--- src/rtl/emu_rom_arbiter.sv ---
// ROM-access bridge: round-robin arbitration of CH_NUM core ROM read channels onto one
// variable-latency memory port, with a one-entry last-read cache and a timeout per channel.
module emu_rom_arbiter #(
    parameter int unsigned CH_NUM  = 3,
    parameter int unsigned ADDR_W  = 20,
    parameter int unsigned DATA_W  = 8,
    parameter int unsigned CH_W    = (CH_NUM > 1) ? $clog2(CH_NUM) : 1,
    parameter int unsigned TIMEOUT = 255
) (
    input  logic                     i_clk,
    input  logic                     i_reset_n,
    input  logic [CH_NUM-1:0]        i_ch_req,
    input  logic [CH_NUM*ADDR_W-1:0] i_ch_addr,
    output logic [CH_NUM-1:0]        o_ch_ack,
    output logic [CH_NUM-1:0]        o_ch_err,
    output logic [CH_NUM*DATA_W-1:0] o_ch_rdata,
    input  logic                     i_flush,
    output logic                     o_mem_req,
    output logic [CH_W+ADDR_W-1:0]   o_mem_addr,
    input  logic                     i_mem_ack,
    input  logic [DATA_W-1:0]        i_mem_rdata
);

    localparam int unsigned CNT_W   = (TIMEOUT > 2) ? $clog2(TIMEOUT) : 1;
    localparam int unsigned TO_LAST = (TIMEOUT == 0) ? 0 : TIMEOUT - 1;

    typedef enum logic {
        ST_IDLE,
        ST_ISSUE
    } state_t;

    state_t            state;
    logic [CH_W-1:0]   rr_ptr;
    logic [CH_W-1:0]   cur_ch;
    logic [CNT_W-1:0]  cnt;
    logic [CH_NUM-1:0] cache_vld;
    logic [ADDR_W-1:0] cache_tag  [CH_NUM];
    logic [DATA_W-1:0] cache_data [CH_NUM];
    logic [DATA_W-1:0] rdata_q    [CH_NUM];

    logic [ADDR_W-1:0] ch_addr [CH_NUM];
    logic [CH_W-1:0]   cand;
    logic [CH_W-1:0]   grant;
    logic              grant_vld;
    logic              hit;

    function automatic logic [CH_W-1:0] wrap_inc(input logic [CH_W-1:0] ch);
        return (ch == CH_W'(CH_NUM - 1)) ? '0 : ch + CH_W'(1);
    endfunction

    // Unpack per-channel addresses and pack per-channel read data
    always_comb begin
        for (int c = 0; c < int'(CH_NUM); c++) begin
            ch_addr[c]                     = i_ch_addr[c*ADDR_W +: ADDR_W];
            o_ch_rdata[c*DATA_W +: DATA_W] = rdata_q[c];
        end
    end

    // Round-robin pick: scan downward so the channel closest to rr_ptr wins
    always_comb begin
        cand      = '0;
        grant     = '0;
        grant_vld = 1'b0;
        for (int i = int'(CH_NUM) - 1; i >= 0; i--) begin
            cand = CH_W'((32'(rr_ptr) + 32'(i)) % CH_NUM);
            if (i_ch_req[cand]) begin
                grant     = cand;
                grant_vld = 1'b1;
            end
        end
        hit = grant_vld && cache_vld[grant] && (cache_tag[grant] == ch_addr[grant]);
    end

    always_ff @(posedge i_clk) begin
        if (!i_reset_n) begin
            state      <= ST_IDLE;
            rr_ptr     <= '0;
            cur_ch     <= '0;
            cnt        <= '0;
            cache_vld  <= '0;
            o_ch_ack   <= '0;
            o_ch_err   <= '0;
            o_mem_req  <= 1'b0;
            o_mem_addr <= '0;
            for (int c = 0; c < int'(CH_NUM); c++) begin
                cache_tag[c]  <= '0;
                cache_data[c] <= '0;
                rdata_q[c]    <= '0;
            end
        end else begin
            o_ch_ack <= '0;
            o_ch_err <= '0;
            case (state)
                ST_IDLE: begin
                    if (grant_vld) begin
                        if (hit) begin
                            o_ch_ack[grant] <= 1'b1;
                            rdata_q[grant]  <= cache_data[grant];
                            rr_ptr          <= wrap_inc(grant);
                        end else begin
                            cur_ch     <= grant;
                            o_mem_req  <= 1'b1;
                            o_mem_addr <= {grant, ch_addr[grant]};
                            cnt        <= '0;
                            state      <= ST_ISSUE;
                        end
                    end
                end
                ST_ISSUE: begin
                    // An ack in the expiry cycle takes priority over the timeout
                    if (i_mem_ack) begin
                        o_mem_req          <= 1'b0;
                        o_ch_ack[cur_ch]   <= 1'b1;
                        rdata_q[cur_ch]    <= i_mem_rdata;
                        cache_tag[cur_ch]  <= o_mem_addr[ADDR_W-1:0];
                        cache_data[cur_ch] <= i_mem_rdata;
                        cache_vld[cur_ch]  <= 1'b1;
                        rr_ptr             <= wrap_inc(cur_ch);
                        state              <= ST_IDLE;
                    end else if ((TIMEOUT != 0) && (cnt == CNT_W'(TO_LAST))) begin
                        o_mem_req        <= 1'b0;
                        o_ch_ack[cur_ch] <= 1'b1;
                        o_ch_err[cur_ch] <= 1'b1;
                        rdata_q[cur_ch]  <= '1;
                        state            <= ST_IDLE;
                    end else begin
                        cnt <= cnt + CNT_W'(1);
                    end
                end
                default: state <= ST_IDLE;
            endcase
            // Flush overrides a fill landing on the same edge
            if (i_flush) begin
                cache_vld <= '0;
            end
        end
    end

endmodule

--- config.mk ---
export PLATFORM = sky130hd
export DESIGN_NAME = emu_rom_arbiter
export DESIGN_NICKNAME = d
export VERILOG_FILES = /design/src/rtl/emu_rom_arbiter.sv
export SDC_FILE = /design/constraint.sdc
export NUM_CORES = 1
export LEC_CHECK = 0
export CORE_AREA = 2 2 120 151
export CTS_BUF_LIST = sky130_fd_sc_hd__clkbuf_8
export DETAILED_ROUTE_END_ITERATION = 12
export DIE_AREA = 0 0 122 153
export DONT_BUFFER_PORTS = 1
export SETUP_SLACK_MARGIN = 0.3
export SLEW_MARGIN = 10
export SYNTH_ARGS = -nofsm -noshare
export SYNTH_HDL_FRONTEND = slang
export SYNTH_SLANG_ARGS = --single-unit
--- constraint.sdc ---
create_clock -name i_clk -period 5.33 [get_ports i_clk]
set_clock_uncertainty 0.2 [all_clocks]
set_input_delay 0.533 -clock i_clk [delete_from_list [all_inputs] [get_ports i_clk]]
set_output_delay 0.533 -clock i_clk [all_outputs]
set_load 0.05 [all_outputs]
==> results.cfg <==
[worst_hold_path]
min_path_cells = 2
worstHoldPathType = in -> reg
holdCritStartpoint = i_reset_n
min_to = o_mem_addr[17]$_SDFFE_PN0P_

[sta]
slew_headroom = 0.379
hold_viol = 0
rsz0062_at_grt = yes
worst_pin_slew_ns = 0.931
period_share = 0.895
max_freq_mhz = 210
tns_ns = 0
maxSlewViolCount = 0
fin_crit_ns = 4.77
setup_viol = 0

[route]
drt_iter0_drc = 299
ant_nets = 0
routed_wl_um = 19000
wl_per_cell_um = 20.5
vias_per_cell = 5.84
dr.pass1.iters = 8
drc = 0
vias = 5415

[grt]
grt_max_degree = 68
grt.total_usage = 0.210
antenna_found_initial = 0
grt_pass1_wl_um = 30100
overflow = 0
grt_pass1_vias = 5489

[clock_tree]
cts_buffers = 17
htree_levels = 4
cts_resized = 0
cts_tree = done
cts-root-buf = clkbuf_8
clk_pin_slew_ns = 0.08
clk_path_buf_depth = 2
clock_latency_ns = 0.46
cts.sinks = 151

[power_and_ir_drop]
leakagePower_nw = 2.99
ir_worst_vdd_mv = 0.179
powerDensity_nw_per_um2 = 345
p_total_w = 0.00285

[synth]
netlist_area_um2 = 7610
ys_types = 58
yosysTopAreaCell = edfxtp_1
yosysWarnings = 0
synth_area_per_cell_um2 = 10.8
synth_nets = 783
synthTopCellsByArea = edfxtp_1 43%, dfxtp_1 11%, and2_1 7.0%
synth-seq-area-share = 0.539
postSynthCellCount = 704
synth_top_area_frac = 0.426
ys_ff_latch = 151

[die]
fp.dieW_um = 122
die_h_um = 153
row_count = 54
pin_count = 128
core-area_um2 = 17200
dieArea_um2 = 18700
initial_core_util = 0.442

[setup_path]
crit_arrival_ns = 4.65
cp_slowest_cell = o21ai_1
r2r_end = rdata_q[1][2]$_SDFFCE_PN0P_
crit_chain = ha_1 -> nor2_1 -> a21o_1 -> o211ai_2 -> o221a_2 -> xnor2_1 -> or4_4 -> nor4_4 -> nand4_1 -> o21ai_1
max_stage_delay_ns = 0.67
cp.required_ns = 5.22
cp-start-kind = flip-flop
end_kind = flip-flop
critPathMaxFanout = 14
critPathKind = reg -> reg
r2r_start = rr_ptr[0]$_SDFFE_PN0P_
ff2ff_path_depth = 10
r2r_slack_ns = 0.56

[job]
cap_viol_max_count = 0

[layout]
area_growth_pct = 8.33
drive_gt1_frac = 0.131
n_fill_cell = 1613
num-nets-final = 769
diodes = 0

[placement]
place_congestion = 0.849
portBuffers = 0
place_hpwl_um = 12300

[status]
status = finished, final reports clean
cells in the mapped netlist (all sizes together):
master,instances
a211oi,4
a21o,19
a21oi,37
a22oi,1
a2bb2oi,10
a311oi,4
a31oi,7
a32oi,17
and2,85
and2b,1
and3,2
buf,24
clkbuf,30
dfxtp,43
edfxtp,108
ha,4
inv,7
maj3,1
mux2i,22
nand2,96
nand2b,6
nand3,10
nand4,11
nor2,39
nor2b,1
nor3,6
nor3b,7
nor4,2
o211a,1
o211ai,3
o21a,7
o21ai,24
o221a,18
o221ai,1
o22a,4
o22ai,3
o2bb2ai,7
o31ai,1
or3,2
or3b,2
or4,1
xnor2,20
xor2,6
cells in the final DEF (no fill, tap or decap), types with 3 or more instances in the layout:
| cell type | n |
|---|---|
| edfxtp_1 | 108 |
| xnor2_1 | 20 |
| nor3b_2 | 7 |
| a21o_1 | 19 |
| ha_1 | 4 |
| buf_4 | 20 |
| nand2b_1 | 5 |
| nand3_1 | 10 |
| a311oi_1 | 4 |
| o21ai_1 | 3 |
| o2bb2ai_1 | 6 |
| nand2_1 | 95 |
| a21oi_1 | 35 |
| a31oi_1 | 7 |
| nor2_1 | 39 |
| dfxtp_1 | 43 |
| bufinv_16 | 3 |
| clkbuf_8 | 21 |
| nor3_1 | 5 |
| nand4_1 | 10 |
| mux2i_1 | 22 |
| xor2_1 | 6 |
| o22a_1 | 4 |
| o22ai_1 | 3 |
| inv_1 | 8 |
| a32oi_1 | 17 |
| o21ai_0 | 19 |
| a211oi_2 | 3 |
| a2bb2oi_1 | 10 |
| and2_1 | 85 |
| o221a_2 | 15 |
| o21a_1 | 7 |
logic make-up after synthesis:
kind of cell	synth area share
AOI/OAI and AO/OA	0.169
xor gates and xnor gates	0.0299
adders and majority gates	0.00789
buffers and inverters	0.0378
DFF	0.539
muxes	0.0289
and+or+nand+nor	0.187
area by class of cell:
type / count / area, um^2 / area share
clock buffer: 21 / 289 / 0.0350
clock inverter: 11 / 145 / 0.0176
inverter: 7 / 26.3 / 0.00319
multi-input combinational: 492 / 3240 / 0.393
sequential: 151 / 4100 / 0.498
tap: 224 / 280 / 0.0340
timing repair buffer: 21 / 160 / 0.0194
state kept, by name, indices dropped and copies added, names as in the netlist:
signal	flops
rr_ptr	2
cnt	8
cache_vld	3
o_mem_addr	22
o_ch_err	3
cache_data	24
rdata_q	24
o_mem_req	1
state	1
cache_tag	60
o_ch_ack	3
stage by stage:
stage	setup WS, ns	cells	util	hold WS, ns	instance area (um^2)
detailed placement	0.583	894	0.453	0.265	7800
global placement	0.792	894	0.453	0.257	7800
global route	0.269	927	0.479	0.00723	8250
floorplan	1.22	704	-	0.240	7610
finish	0.562	927	0.479	0.0460	8250
CTS	0.540	927	0.479	0.000380	8250
critical path, delay by kind of cell (launching register included):
family | cells | cell delay [ns]
simple gates | 4 | 1.39
xor+xnor | 1 | 0.08
flops | 1 | 0.37
compound gates | 4 | 1.92
fa+ha+maj | 1 | 0.43
power breakdown:
part	internal [W]	switching, W	leakage, nW
clock network	0.000513	0.000434	0.220
registers	0.00133	0.000173	1.47
logic	0.000159	0.000238	1.30
routing by layer:
metal	part of all wire	global-route usage	up-vias
li1	-	-	2533
met4	0.014	0.0575	0
met1	0.40	0.246	2646
met5	0	0	-
met3	0.067	0.0601	26
met2	0.52	0.373	210
worst max path at each step:
stage / slack [ns] / to / start
finish: 0.56 / rdata_q[1][2]$_SDFFCE_PN0P_ / rr_ptr[0]$_SDFFE_PN0P_
floorplan: 1.22 / rdata_q[0][0]$_SDFFCE_PN0P_ / rr_ptr[0]$_SDFFE_PN0P_
global route: 0.27 / rdata_q[1][6]$_SDFFCE_PN0P_ / rr_ptr[0]$_SDFFE_PN0P_
global placement: 0.79 / rdata_q[1][5]$_SDFFCE_PN0P_ / rr_ptr[1]$_SDFFE_PN0P_
detailed placement: 0.58 / rdata_q[1][5]$_SDFFCE_PN0P_ / rr_ptr[0]$_SDFFE_PN0P_
CTS: 0.54 / rdata_q[1][7]$_SDFFCE_PN0P_ / rr_ptr[0]$_SDFFE_PN0P_
what timing repair did:
item                                    CTS  global route
endpoints found under the setup margin    0            16
hold endpoints to repair                  4             0
setup buffers                             0             0
hold buffers                              1             0
No activity file was read; power rests on OpenSTA's default activity.
